<file path="config.mk">
export PLATFORM = sky130hd
export DESIGN_NAME = fetch_queue
export DESIGN_NICKNAME = d
export VERILOG_FILES = /design/src/rtl/fetch_queue.sv
export SDC_FILE = /design/constraint.sdc
export NUM_CORES = 1
export LEC_CHECK = 0
export ABC_AREA = 1
export CAP_MARGIN = 20
export CORE_AREA = 10 10 177 179
export DETAILED_ROUTE_END_ITERATION = 8
export DIE_AREA = 0 0 187 189
export PLACE_DENSITY = 0.92
export SYNTH_ARGS = -nofsm -noshare
export SYNTH_HDL_FRONTEND = slang
export SYNTH_SLANG_ARGS = --single-unit
</file>
<file path="constraint.sdc">
create_clock -name clk -period 10.72 [get_ports clk]
set_clock_uncertainty 0.05 [all_clocks]
set_input_delay 2.144 -clock clk [delete_from_list [all_inputs] [get_ports clk]]
set_output_delay 2.144 -clock clk [all_outputs]
set_load 0.02 [all_outputs]
</file>
<file path="src/rtl/fetch_queue.sv">
// fetch_queue
// Instruction-fetch front end: PC generator, credit-limited request port to a
// latency-tolerant instruction memory, and a DEPTH-entry in-order prefetch
// queue feeding decode over a valid/ready handshake. An execute-stage redirect
// flushes the queue and discards every response still in flight.
//
// Ports:
//   clk             rising-edge clock
//   reset           asynchronous active-low reset
//   imem_req_valid  fetch request valid (out)
//   imem_req_ready  memory accepts request (in)
//   imem_req_addr   fetch address (out)
//   imem_resp_valid returned instruction valid, in order, no back-pressure (in)
//   imem_resp_data  returned instruction (in)
//   redirect_valid  execute-stage redirect (in)
//   redirect_pc     redirect target (in)
//   dec_valid       queue head valid to decode (out)
//   dec_ready       decode accepts head (in)
//   instr_d         head instruction, nop when queue empty (out)
//   pc_d            head PC, 0 when queue empty (out)
//   pcplus4_d       pc_d + 4, 0 when queue empty (out)
module fetch_queue #(
    parameter int              XLEN     = 32,
    parameter int              DEPTH    = 4,
    parameter logic [XLEN-1:0] RESET_PC = '0
) (
    input  logic            clk,
    input  logic            reset,
    output logic            imem_req_valid,
    input  logic            imem_req_ready,
    output logic [XLEN-1:0] imem_req_addr,
    input  logic            imem_resp_valid,
    input  logic [31:0]     imem_resp_data,
    input  logic            redirect_valid,
    input  logic [XLEN-1:0] redirect_pc,
    output logic            dec_valid,
    input  logic            dec_ready,
    output logic [31:0]     instr_d,
    output logic [XLEN-1:0] pc_d,
    output logic [XLEN-1:0] pcplus4_d
);

    localparam int          PW  = $clog2(DEPTH);
    localparam int          CW  = $clog2(DEPTH + 1);
    localparam logic [31:0] NOP = 32'h0000_0013;

    logic [XLEN-1:0] r_fetchPc;
    logic [XLEN-1:0] r_respPc;
    logic [PW-1:0]   r_head;
    logic [PW-1:0]   r_tail;
    logic [CW-1:0]   r_occ;
    logic [CW-1:0]   r_outst;
    logic [CW-1:0]   r_drop;
    logic [31:0]     r_instrMem [DEPTH];
    logic [XLEN-1:0] r_pcMem    [DEPTH];

    logic [CW:0]     w_inUse;
    logic            w_hasCredit;
    logic            w_reqFire;
    logic            w_push;
    logic            w_pop;
    logic            w_headValid;
    logic [CW-1:0]   w_outstAfterResp;

    // Every queued entry plus every in-flight request holds a credit, so a
    // response can always be pushed without checking for a full queue.
    assign w_inUse     = {1'b0, r_occ} + {1'b0, r_outst};
    assign w_hasCredit = w_inUse < (CW+1)'(DEPTH);

    assign imem_req_valid = reset & ~redirect_valid & w_hasCredit;
    assign imem_req_addr  = r_fetchPc;
    assign w_reqFire      = imem_req_valid & imem_req_ready;

    // Responses are dropped while older requests from before a redirect are
    // still draining, and also in the redirect cycle itself.
    assign w_push = imem_resp_valid & (r_drop == '0) & ~redirect_valid;

    assign w_headValid = (r_occ != '0);
    assign dec_valid   = w_headValid & ~redirect_valid;
    assign w_pop       = dec_valid & dec_ready;

    assign w_outstAfterResp = r_outst - CW'(imem_resp_valid);

    // The head outputs are gated by registered occupancy only, so they do not
    // depend combinationally on redirect_valid; dec_valid masks them instead.
    assign instr_d   = w_headValid ? r_instrMem[r_head] : NOP;
    assign pc_d      = w_headValid ? r_pcMem[r_head] : '0;
    assign pcplus4_d = w_headValid ? (r_pcMem[r_head] + XLEN'(4)) : '0;

    // Control state: PCs, pointers and counters. A redirect overrides every
    // other update in its cycle; the response arriving with it is counted out
    // of both outst and drop because it is discarded right here.
    always_ff @(posedge clk or negedge reset) begin
        if (!reset) begin
            r_fetchPc <= RESET_PC;
            r_respPc  <= RESET_PC;
            r_head    <= '0;
            r_tail    <= '0;
            r_occ     <= '0;
            r_outst   <= '0;
            r_drop    <= '0;
        end else if (redirect_valid) begin
            r_fetchPc <= redirect_pc;
            r_respPc  <= redirect_pc;
            r_head    <= '0;
            r_tail    <= '0;
            r_occ     <= '0;
            r_outst   <= w_outstAfterResp;
            r_drop    <= w_outstAfterResp;
        end else begin
            if (w_reqFire) begin
                r_fetchPc <= r_fetchPc + XLEN'(4);
            end
            r_outst <= w_outstAfterResp + CW'(w_reqFire);
            if (imem_resp_valid && (r_drop != '0)) begin
                r_drop <= r_drop - CW'(1);
            end
            if (w_push) begin
                r_tail   <= r_tail + PW'(1);
                r_respPc <= r_respPc + XLEN'(4);
            end
            if (w_pop) begin
                r_head <= r_head + PW'(1);
            end
            if (w_push && !w_pop) begin
                r_occ <= r_occ + CW'(1);
            end else if (!w_push && w_pop) begin
                r_occ <= r_occ - CW'(1);
            end
        end
    end

    // Queue storage needs no reset: an entry is only read after it was pushed.
    always_ff @(posedge clk) begin
        if (w_push) begin
            r_instrMem[r_tail] <= imem_resp_data;
            r_pcMem[r_tail]    <= r_respPc;
        end
    end

endmodule

</file>
==> impl_metrics.toml <==
[route]
drtPass1Iterations = 6
route.detailed.vias_per_inst = 5.686
totalWireLength_mm = 43.62
post_drt_wl_per_cell_um = 18.14
residual_drc_count = 0
postRouteAntennaNets = 0
first_iter_violations = 1830
vias = 13670

[worst_setup_path]
critical-path-top-delay-family = "buffers and inverters"
r2r-end = "r_instrMem[3][28]"
crit_path_frequent_cell = "sky130_fd_sc_hd__nand2_1"
cp-start-kind = "flip-flop"
master_of_the_slowest_instance_on_the_critical_path = "sky130_fd_sc_hd__buf_4"
crit_chain = "clkinv_2 > buf_4 > nand2_1 > nand2_1 > nand2_1 > nand2_1 > ha_1 > nand2_1 > nor2_1 > nand2_1 > nor2_1 > o21ai_0 > nor2_1 > clkdlybuf4s50_1"
cp_data_required_time_ns = 8.53
crit_arrival_ns = 4.69
timing.critical_path.fanout_max = 99
timing.reg2reg.worst_path_depth = 8
worst-path-buf-inv = 3
setup.worst_path.class = "flip-flop to output pin"
regToRegStartpoint = "r_drop[0]"
crit_path_end_kind = "output pin"
rrSetupSlack_ns = 7.66
max_stage_delay_ns = 0.85

[timing]
rsz0062_at_grt = "no"
finalHoldWorstSlack_ns = 0.4313
fraction_of_the_cycle_the_final_worst_path_needs_pct = 64.21
report.final.setup_viol = 0
worst_case_headroom_to_the_max_slew_limit_pct = 33.25
post-route-min-period_ns = 6.883
timing_worst_slew_pin_value_ns = 1.001
setup_total_negative_slack_ns = 0
final_hold_viol_count = 0
slew_viol_final = 0
max_clock_freq_mhz = 145.3
setup_slack_ns = 3.837

[grt]
grt_antenna_before_repair = 0
global_route.overflow_total = 0
grt_max_degree = 100
grt_pass1_wl_mm = 69.60
grt.total_usage_pct = 24.06
via_count_of_the_first_global_routing_pass = 13470

[hold_path]
worst_hold_path.num_cells = 2
hold_start = "imem_req_addr[0]"
hold-path-endpoint = "imem_req_addr[0]"
min_path_type = "flip-flop to flip-flop"

[synth]
yosys.cell_types.count = 40
synth.yosys.seq_area_share_pct = 58.73
synth.ff_latch_count = 333
avgSynthCellArea_um2 = 8.930
ys_warn_count = 0
synthesis.instances = 1833
synth_nets = 1919
netlist_area_mm2 = 0.01637

[placement]
buffer_ports.inserted = 199
detailed_place_hpwl_mm = 28.11
routability_congestion_estimate = 0.9201
post_dp_cell_area_mm2 = 0.01854
dp_worst_setup_slack_ns = 4.408

[clock_tree]
number_of_buffers_created_by_cts = 34
cts_sinks = 333
cts-hold-fix-buffers = 0
clock_path_buffers = 3
worst_skew_pair.late_latency_ns = 0.52
cts_resized = 0
clock-root-buffer = "sky130_fd_sc_hd__clkbuf_16"
path_clk_slew_ns = 0.05
cts_htree_levels = 2
post-cts-setup-buffer-count = 0
tritoncts = "done"

[power]
sw_frac_of_total_pct = 40.52
power.ir.vdd_worst_uv = 153.5
pwr-share-comb_pct = 44.5
share_clk_of_total_power_pct = 22.8
internal-power_uw = 2975
p_per_area_mw_per_mm2 = 254.7
netSwitchingPower_uw = 2026
power.total_uw = 5001
pwr-share-seq_pct = 32.7
p_leak_uw = 0.007779

[die]
rows = 61
floorplan.die.height_um = 189
ios = 200
core_area_mm2 = 0.02763
die_width_um = 187
initial_utilization_pct = 59.25
die_area_mm2 = 0.03534

[layout]
synthToLayoutAreaGrowth_pct = 19.93
final_net_count = 2087
drive_gt1_share_pct = 4.640
n_antenna_cell = 0
nFillCells = 1926
postLayoutCellArea_mm2 = 0.01963

[status]
status = "completed"

[run]
cap_violations = 0
-- worst max-delay path by stage --
stage | startpoint | end | slack (ns) | depth (start not counted)
finish | r_head[0] | pcplus4_d[18] | 3.84 | 14
global route | r_head[0] | pcplus4_d[24] | 3.42 | 16
CTS | r_head[0] | pcplus4_d[18] | 3.88 | 14
detailed placement | redirect_valid | imem_req_valid | 4.41 | 5
global placement | redirect_valid | imem_req_valid | 4.45 | 5
floorplan | redirect_valid | r_instrMem[0][0] | 4.66 | 5
-- synthesized netlist by cell type --
| cell | n | share of area [%] |
|---|---|---|
| sky130_fd_sc_hd__dfrtp_1 | 77 | 12 |
| sky130_fd_sc_hd__o21bai_1 | 2 | 0.092 |
| sky130_fd_sc_hd__nor4_1 | 1 | 0.038 |
| sky130_fd_sc_hd__o211ai_1 | 21 | 0.96 |
| sky130_fd_sc_hd__nor2_1 | 291 | 6.7 |
| sky130_fd_sc_hd__or2_2 | 1 | 0.038 |
| sky130_fd_sc_hd__and2_1 | 1 | 0.038 |
| sky130_fd_sc_hd__a32o_1 | 1 | 0.061 |
| sky130_fd_sc_hd__inv_1 | 109 | 2.5 |
| sky130_fd_sc_hd__nor2_4 | 5 | 0.34 |
| sky130_fd_sc_hd__o31ai_1 | 2 | 0.092 |
| sky130_fd_sc_hd__ha_1 | 15 | 1.1 |
| sky130_fd_sc_hd__clkbuf_1 | 35 | 0.80 |
| sky130_fd_sc_hd__buf_2 | 20 | 0.61 |
| sky130_fd_sc_hd__o221ai_1 | 3 | 0.16 |
| sky130_fd_sc_hd__nand2_1 | 555 | 13 |
| sky130_fd_sc_hd__o22ai_1 | 2 | 0.076 |
| sky130_fd_sc_hd__xor2_1 | 18 | 0.96 |
| sky130_fd_sc_hd__a21oi_1 | 68 | 2.1 |
| sky130_fd_sc_hd__inv_2 | 4 | 0.092 |
| sky130_fd_sc_hd__clkinv_1 | 1 | 0.023 |
| sky130_fd_sc_hd__nand4_1 | 17 | 0.65 |
| sky130_fd_sc_hd__fa_1 | 1 | 0.12 |
| sky130_fd_sc_hd__o21ai_1 | 2 | 0.061 |
| sky130_fd_sc_hd__buf_1 | 7 | 0.16 |
| sky130_fd_sc_hd__o311ai_0 | 5 | 0.27 |
| sky130_fd_sc_hd__nor2_2 | 8 | 0.31 |
| sky130_fd_sc_hd__nand2_2 | 8 | 0.31 |
| sky130_fd_sc_hd__clkinv_2 | 1 | 0.031 |
| sky130_fd_sc_hd__nor3_1 | 25 | 0.76 |
| sky130_fd_sc_hd__edfxtp_1 | 256 | 47 |
| sky130_fd_sc_hd__buf_4 | 9 | 0.41 |
| sky130_fd_sc_hd__nand3_1 | 124 | 3.8 |
| sky130_fd_sc_hd__nand3b_1 | 2 | 0.092 |
| sky130_fd_sc_hd__buf_6 | 7 | 0.48 |
| sky130_fd_sc_hd__xnor2_1 | 12 | 0.64 |
| sky130_fd_sc_hd__nor3_2 | 1 | 0.061 |
| sky130_fd_sc_hd__a31oi_1 | 5 | 0.19 |
| sky130_fd_sc_hd__a22oi_1 | 1 | 0.046 |
| sky130_fd_sc_hd__o21ai_0 | 110 | 3.4 |
-- cells in the final DEF, fill, tap and decap left out, types with 15 or more instances in the layout --
| cell type | count |
|---|---|
| sky130_fd_sc_hd__nor2_1 | 287 |
| sky130_fd_sc_hd__nand3_1 | 124 |
| sky130_fd_sc_hd__nand2_1 | 555 |
| sky130_fd_sc_hd__nor3_1 | 25 |
| sky130_fd_sc_hd__dfrtp_1 | 75 |
| sky130_fd_sc_hd__clkdlybuf4s50_1 | 197 |
| sky130_fd_sc_hd__a21oi_1 | 68 |
| sky130_fd_sc_hd__nand4_1 | 17 |
| sky130_fd_sc_hd__edfxtp_1 | 256 |
| sky130_fd_sc_hd__clkbuf_16 | 34 |
| sky130_fd_sc_hd__o21ai_0 | 110 |
| sky130_fd_sc_hd__inv_1 | 108 |
| sky130_fd_sc_hd__o211ai_1 | 21 |
| sky130_fd_sc_hd__xor2_1 | 18 |
| sky130_fd_sc_hd__ha_1 | 15 |
-- kinds of logic (layout without fill, tap and decap cells) --
kind of cell             Yosys count  in the layout  share of synthesized area, %
AO/OA/AOI/OAI                    222            222                         7.452
XOR/XNOR                          30             30                         1.605
adder cells (fa/ha/maj)           16             16                         1.269
buffers and inverters            193            386                         5.113
flip-flops                       333            333                         58.73
AND/OR/NAND/NOR                 1039           1039                         25.83
-- power groups by stage --
stage / registers [uW] / logic (uW) / clock network, uW
after global routing: 1650 / 2420 / 1210
after CTS: 1630 / 2230 / 1150
final: 1630 / 2230 / 1140
after detailed placement: 1650 / 2210 / 0
after floorplan: 1610 / 1340 / 0
after global placement: 1650 / 2140 / 0
-- worst reg2reg max path: cells and delay by family, from the launching register on --
family | cells | cell delay [ns]
adder cells (fa/ha/maj) | 1 | 0.17
flip-flops | 1 | 0.37
AND/OR/NAND/NOR | 3 | 0.58
buffers and inverters | 4 | 1.44
-- stage by stage --
step / cells / util [%]
2_1_floorplan: 1833 / -
3_3_place_gp: 2343 / 67.11
3_5_place_dp: 2343 / 67.11
4_1_cts: 2404 / 71.06
5_1_grt: 2404 / 71.06
6_report: 2404 / 71.06
-- final cells by class --
cell class	instances	area (um2)	share of cell area, %
sequential	333	9619	49.00
inverter	115	434.2	2.211
tap	378	473.0	2.409
timing repair buffer	210	2067	10.53
clock buffer	43	904.6	4.608
clock inverter	18	186.4	0.9496
multi-input combinational	1307	5948	30.30
-- routing by layer --
layer / share of wire [%] / wire length, um / track usage (%)
met1: 40 / 17340 / 30.88
met5: 0 / 0 / 0
met4: 2.1 / 935 / 7.537
met3: 9.9 / 4301 / 5.439
met2: 48 / 21040 / 39.95
-- state kept, by name, summed over array words and instances (netlist names) --
signal and cells:
imem_req_addr 32, r_drop 3, r_head 2, r_instrMem 128, r_occ 3, r_outst 3, r_pcMem 128, r_respPc 32
r_tail 2
(Power assumes the default switching activity.)
